--- src/rtl/openframe_gpio_pkg.sv ---
// Shared definitions for the openframe GPIO configuration controller:
// config word layout and load-FSM state encoding.
package openframe_gpio_pkg;

    localparam int CFG_W       = 10;
    localparam int CFG_OUT     = 0;
    localparam int CFG_OE      = 1;
    localparam int CFG_IE      = 2;
    localparam int CFG_SCHMITT = 3;
    localparam int CFG_SLEW    = 4;
    localparam int CFG_PU      = 5;
    localparam int CFG_PD      = 6;
    localparam int CFG_DRV0    = 7;
    localparam int CFG_DRV1    = 8;
    localparam int CFG_USER_EN = 9;

    typedef enum logic [1:0] {
        IDLE  = 2'd0,
        SHIFT = 2'd1,
        FULL  = 2'd2
    } state_t;

endpackage

--- src/rtl/openframe_gpio_sync.sv ---
// Vector synchroniser: STAGES flops per bit, synchronous active-high reset.
module openframe_gpio_sync #(
    parameter int WIDTH  = 1,
    parameter int STAGES = 2
) (
    input  logic             i_clk,
    input  logic             i_rst,
    input  logic [WIDTH-1:0] i_d,
    output logic [WIDTH-1:0] o_q
);

    logic [STAGES-1:0][WIDTH-1:0] r_sync;

    always_ff @(posedge i_clk) begin
        if (i_rst) begin
            r_sync <= '0;
        end else begin
            r_sync[0] <= i_d;
            for (int s = 1; s < STAGES; s++) begin
                r_sync[s] <= r_sync[s-1];
            end
        end
    end

    assign o_q = r_sync[STAGES-1];

endmodule

--- src/rtl/openframe_gpio_cfg_ctrl.sv ---
// Serially loaded, atomically committed per-pad configuration for the
// openframe GPIO padframe, plus synchronised gpio_in return path.
module openframe_gpio_cfg_ctrl
    import openframe_gpio_pkg::*;
#(
    parameter int               NUM_PADS    = 44,
    parameter int               SYNC_STAGES = 2,
    parameter logic [CFG_W-1:0] DEFAULT_CFG = 10'h000,
    localparam int              TOTAL       = NUM_PADS * CFG_W,
    localparam int              CNT_W       = $clog2(TOTAL + 1)
) (
    input  logic                wb_clk_i,
    input  logic                wb_rst_i,
    input  logic                cfg_data_i,
    input  logic                cfg_valid_i,
    input  logic                cfg_apply_i,
    input  logic                cfg_clear_i,
    output logic                cfg_full_o,
    output logic                cfg_done_o,
    output logic                cfg_err_o,
    input  logic [NUM_PADS-1:0] user_out_i,
    input  logic [NUM_PADS-1:0] user_oe_i,
    output logic [NUM_PADS-1:0] user_in_o,
    input  logic [NUM_PADS-1:0] gpio_in,
    output logic [NUM_PADS-1:0] gpio_out,
    output logic [NUM_PADS-1:0] gpio_oe,
    output logic [NUM_PADS-1:0] gpio_ie,
    output logic [NUM_PADS-1:0] gpio_schmitt,
    output logic [NUM_PADS-1:0] gpio_slew,
    output logic [NUM_PADS-1:0] gpio_pullup,
    output logic [NUM_PADS-1:0] gpio_pulldown,
    output logic [NUM_PADS-1:0] gpio_drive0,
    output logic [NUM_PADS-1:0] gpio_drive1,
    output state_t              o_state,
    output logic [CNT_W-1:0]    o_count
);

    state_t             r_state;
    logic [CNT_W-1:0]   r_count;
    logic [TOTAL-1:0]   r_shadow;
    logic [TOTAL-1:0]   r_active;
    logic               r_done;
    logic               r_err;
    logic [NUM_PADS-1:0] w_sync_in;

    // Priority: reset, clear, apply, valid. A commit only happens from FULL;
    // any apply elsewhere or any bit offered while FULL is a protocol error.
    always_ff @(posedge wb_clk_i) begin
        if (wb_rst_i) begin
            r_state  <= IDLE;
            r_count  <= '0;
            r_shadow <= '0;
            r_active <= {NUM_PADS{DEFAULT_CFG}};
            r_done   <= 1'b0;
            r_err    <= 1'b0;
        end else begin
            r_done <= 1'b0;
            if (cfg_clear_i) begin
                r_state <= IDLE;
                r_count <= '0;
                r_err   <= 1'b0;
            end else if (cfg_apply_i && r_state == FULL) begin
                r_active <= r_shadow;
                r_done   <= 1'b1;
                r_state  <= IDLE;
                r_count  <= '0;
                if (cfg_valid_i) r_err <= 1'b1;
            end else begin
                if (cfg_apply_i) r_err <= 1'b1;
                if (cfg_valid_i) begin
                    if (r_state == FULL) begin
                        r_err <= 1'b1;
                    end else begin
                        r_shadow <= {r_shadow[TOTAL-2:0], cfg_data_i};
                        r_count  <= r_count + 1'b1;
                        r_state  <= (r_count == CNT_W'(TOTAL - 1)) ? FULL : SHIFT;
                    end
                end
            end
        end
    end

    openframe_gpio_sync #(
        .WIDTH (NUM_PADS),
        .STAGES(SYNC_STAGES)
    ) u_sync (
        .i_clk(wb_clk_i),
        .i_rst(wb_rst_i),
        .i_d  (gpio_in),
        .o_q  (w_sync_in)
    );

    for (genvar p = 0; p < NUM_PADS; p++) begin : g_pad
        logic [CFG_W-1:0] w_cfg;
        assign w_cfg            = r_active[p*CFG_W +: CFG_W];
        assign gpio_out[p]      = w_cfg[CFG_USER_EN] ? user_out_i[p] : w_cfg[CFG_OUT];
        assign gpio_oe[p]       = w_cfg[CFG_USER_EN] ? user_oe_i[p]  : w_cfg[CFG_OE];
        assign gpio_ie[p]       = w_cfg[CFG_IE];
        assign gpio_schmitt[p]  = w_cfg[CFG_SCHMITT];
        assign gpio_slew[p]     = w_cfg[CFG_SLEW];
        assign gpio_pullup[p]   = w_cfg[CFG_PU];
        assign gpio_pulldown[p] = w_cfg[CFG_PD];
        assign gpio_drive0[p]   = w_cfg[CFG_DRV0];
        assign gpio_drive1[p]   = w_cfg[CFG_DRV1];
        assign user_in_o[p]     = w_sync_in[p] & w_cfg[CFG_IE];
    end

    assign cfg_full_o = (r_state == FULL);
    assign cfg_done_o = r_done;
    assign cfg_err_o  = r_err;
    assign o_state    = r_state;
    assign o_count    = r_count;

endmodule

--- config.mk ---
export PLATFORM = sky130hd
export DESIGN_NAME = openframe_gpio_cfg_ctrl
export DESIGN_NICKNAME = d
export VERILOG_FILES = /design/src/rtl/openframe_gpio_pkg.sv /design/src/rtl/openframe_gpio_sync.sv /design/src/rtl/openframe_gpio_cfg_ctrl.sv
export SDC_FILE = /design/constraint.sdc
export NUM_CORES = 2
export LEC_CHECK = 0
export BUFFER_PORTS_ARGS = -buffer_cell sky130_fd_sc_hd__buf_4
export CAP_MARGIN = 20
export CELL_PAD_IN_SITES_DETAIL_PLACEMENT = 0
export CELL_PAD_IN_SITES_GLOBAL_PLACEMENT = 2
export CORE_UTILIZATION = 37
export DETAILED_ROUTE_END_ITERATION = 10
export HOLD_SLACK_MARGIN = 0.05
export PLACE_DENSITY = 0.89
export SKIP_CTS_REPAIR_TIMING = 1
export SYNTH_ARGS = -nofsm -noshare
export SYNTH_HDL_FRONTEND = slang
export SYNTH_SLANG_ARGS = --single-unit
--- constraint.sdc ---
create_clock -name wb_clk_i -period 3.5 [get_ports wb_clk_i]
set_input_delay 0.7 -clock wb_clk_i [delete_from_list [all_inputs] [get_ports wb_clk_i]]
set_output_delay 0.7 -clock wb_clk_i [all_outputs]
set_load 0.05 [all_outputs]
==> impl_metrics.toml <==
[outcome]
status = "finished clean"

[timing]
hold_violations = 0
max_freq_mhz = 313.1
rsz0062_at_grt = "no"
setup_viol = 0
layout_worst_path_cycle_share_pct = 91.26
maxSlewViolCount = 0
slew_headroom_pct = 14.25
period_minus_slack_ps = 3194
tightest_slew_ps = 1286
skew_ps = 19.09
tns_ps = 0

[worst_setup_path]
cp-end-kind = "output port"
worstPathArrival_ps = 2490
start_kind = "flip-flop"
cp_max_fo = 94
critical_path_class = "flip-flop to output port"
regToRegSetupSlack_ps = 930
max_stage_delay_ps = 600
crit_slowest_cell = "inv_8"
cp_cell_sequence = "nand2b_4, inv_8, buf_4"
cp.required_ps = 2800

[yosys]
synth_top_area_cell = "dfxtp_1"
synthDominantCellAreaShare_pct = 49.09
ys.warnings.count = 0
avgSynthCellArea_um2 = 8.495
syn_nets = 4848
ys_seq_area_share_pct = 49.09
synthTopCellsByCount = "dfxtp_1, a21oi_1, nand2_1"
synthArstFlopShare_pct = 0
syn_inst = 4709
synth_edf_count = 0
synth_most_common_cell = "dfxtp_1"
synth_area_leaders = "dfxtp_1, a21oi_1, o31ai_1, nand2_1, nand4_1"
syn_area_mm2 = 0.04000
ys_dominant_reg_cell = "dfxtp_1"
synth_cell_types = 29
synth_seq_cells = 981

[power_and_ir_drop]
total_power_w = 0.02333
irDropWorstVdd_mv = 0.3741
p_per_area_mw_per_mm2 = 503.6
p_leak_nw = 16.53

[global_route]
antenna_found_initial = 2
gr-total-overflow = 0
grt_pass1_wl_mm = 184.1
grt.total_usage_pct = 20.66
grt_max_degree = 209
grt_pass1_vias = 31020

[cts]
cts.clk_slew.worst_paths_ps = 60
cts_tree = "yes"
clock_path_buffers = 3
numCtsBuffers = 104
root_buffer = "clkbuf_16"
htreeDepth = 3
clock_sinks = 981
clock_latency_ps = 680

[die]
pin_count = 592
initial_core_util_pct = 37.37
core_area_mm2 = 0.1071
dieArea_mm2 = 0.1094
die-height_um = 330.8
fp.dieW_um = 330.8
placementRows = 120

[route]
drt-total-wl_mm = 119.4
drc = 0
firstDrtPassIters = 6
via_count = 33700
wire_per_inst_um = 19.42
drt_iter0_markers = 3302
drt.antenna.violating_nets = 0
avgViaCountPerCell = 5.481

[flow_run]
cap_violations = 0

[layout]
finalNetCount = 4806
instances_no_fill = 6149
syn2layout_area_growth_pct = 15.81
drive_gt1_share_pct = 19.25

[place]
port_buffers = 591
placedCellCount = 5964
place_hpwl_mm = 68.62
gp_congestion = 0.7670

[min_path]
hp-class = "primary input to flip-flop"
-- critical path: cells and delay by family, from the launching register on --
| family | cells | cell delay, ps |
|---|---|---|
| simple gates | 1 | 350 |
| buf+inv | 2 | 920 |
| flops | 1 | 500 |
-- worst paths after layout --
check,from,to,cells past startpoint
max,o_state[1],cfg_full_o,3
min,gpio_in[3],u_sync.r_sync[3],2
max reg2reg,o_state[1],r_shadow[250],5
min reg2reg,u_sync.r_sync[21],u_sync.o_q[21],1
-- power breakdown --
part | leakage [nW] | switching, W | internal [W] | total, W
Sequential | 7.92 | 0.0000137 | 0.0112 | 0.0112
Combinational | 6.91 | 0.000609 | 0.000200 | 0.000810
Clock | 1.71 | 0.00458 | 0.00671 | 0.0113
Total | 16.5 | 0.00521 | 0.0181 | 0.0233
-- metal layers --
layer,vias to the layer above,track usage [%],part of all wire (%)
met3,151,3.671,5.8
met2,917,32.30,46
met5,-,0,0.010
li1,16290,-,-
met4,2,6.081,2.2
met1,16340,28.91,45
-- state kept, by name (all words and copies together), names as in the netlist --
| signal | flops |
|---|---|
| cfg_err_o | 1 |
| r_shadow | 440 |
| u_sync.r_sync | 44 |
| u_sync.o_q | 44 |
| o_count | 9 |
| o_state | 2 |
| cfg_done_o | 1 |
| r_active | 440 |
-- logic make-up (layout without fill, tap and decap cells) --
kind of cell | Yosys count | in the layout | share of synthesized area [%]
simple gates | 1485 | 1485 | 17.74
mux | 92 | 92 | 2.580
flops | 981 | 981 | 49.09
fa+ha+maj | 1 | 1 | 0.03127
buf+inv | 814 | 849 | 11.06
other cells | 0 | 2 | 0
compound gates | 1336 | 1336 | 19.50
-- cell usage in the layout, fill, tap and decap left out, types with 2 or more instances in the layout --
cell / Yosys / routed
clkbuf_16: 0 / 104
o21ai_0: 3 / 3
nor4_1: 3 / 3
mux2_2: 89 / 89
nor2b_1: 88 / 88
clkbuf_1: 324 / 27
buf_8: 0 / 3
clkinv_2: 0 / 12
buf_12: 0 / 37
clkbuf_8: 0 / 25
o31ai_1: 444 / 444
mux2i_1: 3 / 3
nand3b_1: 4 / 4
dfxtp_1: 981 / 981
a21oi_1: 888 / 888
diode_2: 0 / 2
or4_1: 4 / 4
bufinv_16: 0 / 10
buf_4: 319 / 622
inv_6: 0 / 3
nand4_1: 444 / 444
nor2_1: 2 / 2
nand3_1: 6 / 6
nand2_1: 883 / 883
inv_8: 0 / 3
and2_1: 44 / 44
-- stage by stage --
step / utilization, % / instance area (um2) / setup slack (ps) / hold slack [ps]
after floorplan: - / 40000 / 1097 / 413.8
after global placement: 40.04 / 42860 / 1013 / 415.4
after detailed placement: 40.04 / 42860 / 976.4 / 422.3
after CTS: 43.27 / 46320 / 252.5 / 163.1
after global routing: 43.27 / 46330 / 199.4 / 201.2
final: 43.28 / 46330 / 305.8 / 222.1
-- layout make-up --
| class | count | area, um2 |
|---|---|---|
| clock buffer | 156 | 3048 |
| tap | 1403 | 1755 |
| antenna | 2 | 5.005 |
| inverter | 4 | 37.54 |
| fill | 10820 | 60720 |
| multi-input combinational | 2914 | 15980 |
| clock inverter | 27 | 411.6 |
| sequential | 981 | 19640 |
| timing repair buffer | 662 | 5455 |
Power figures use the tool's default switching activity.
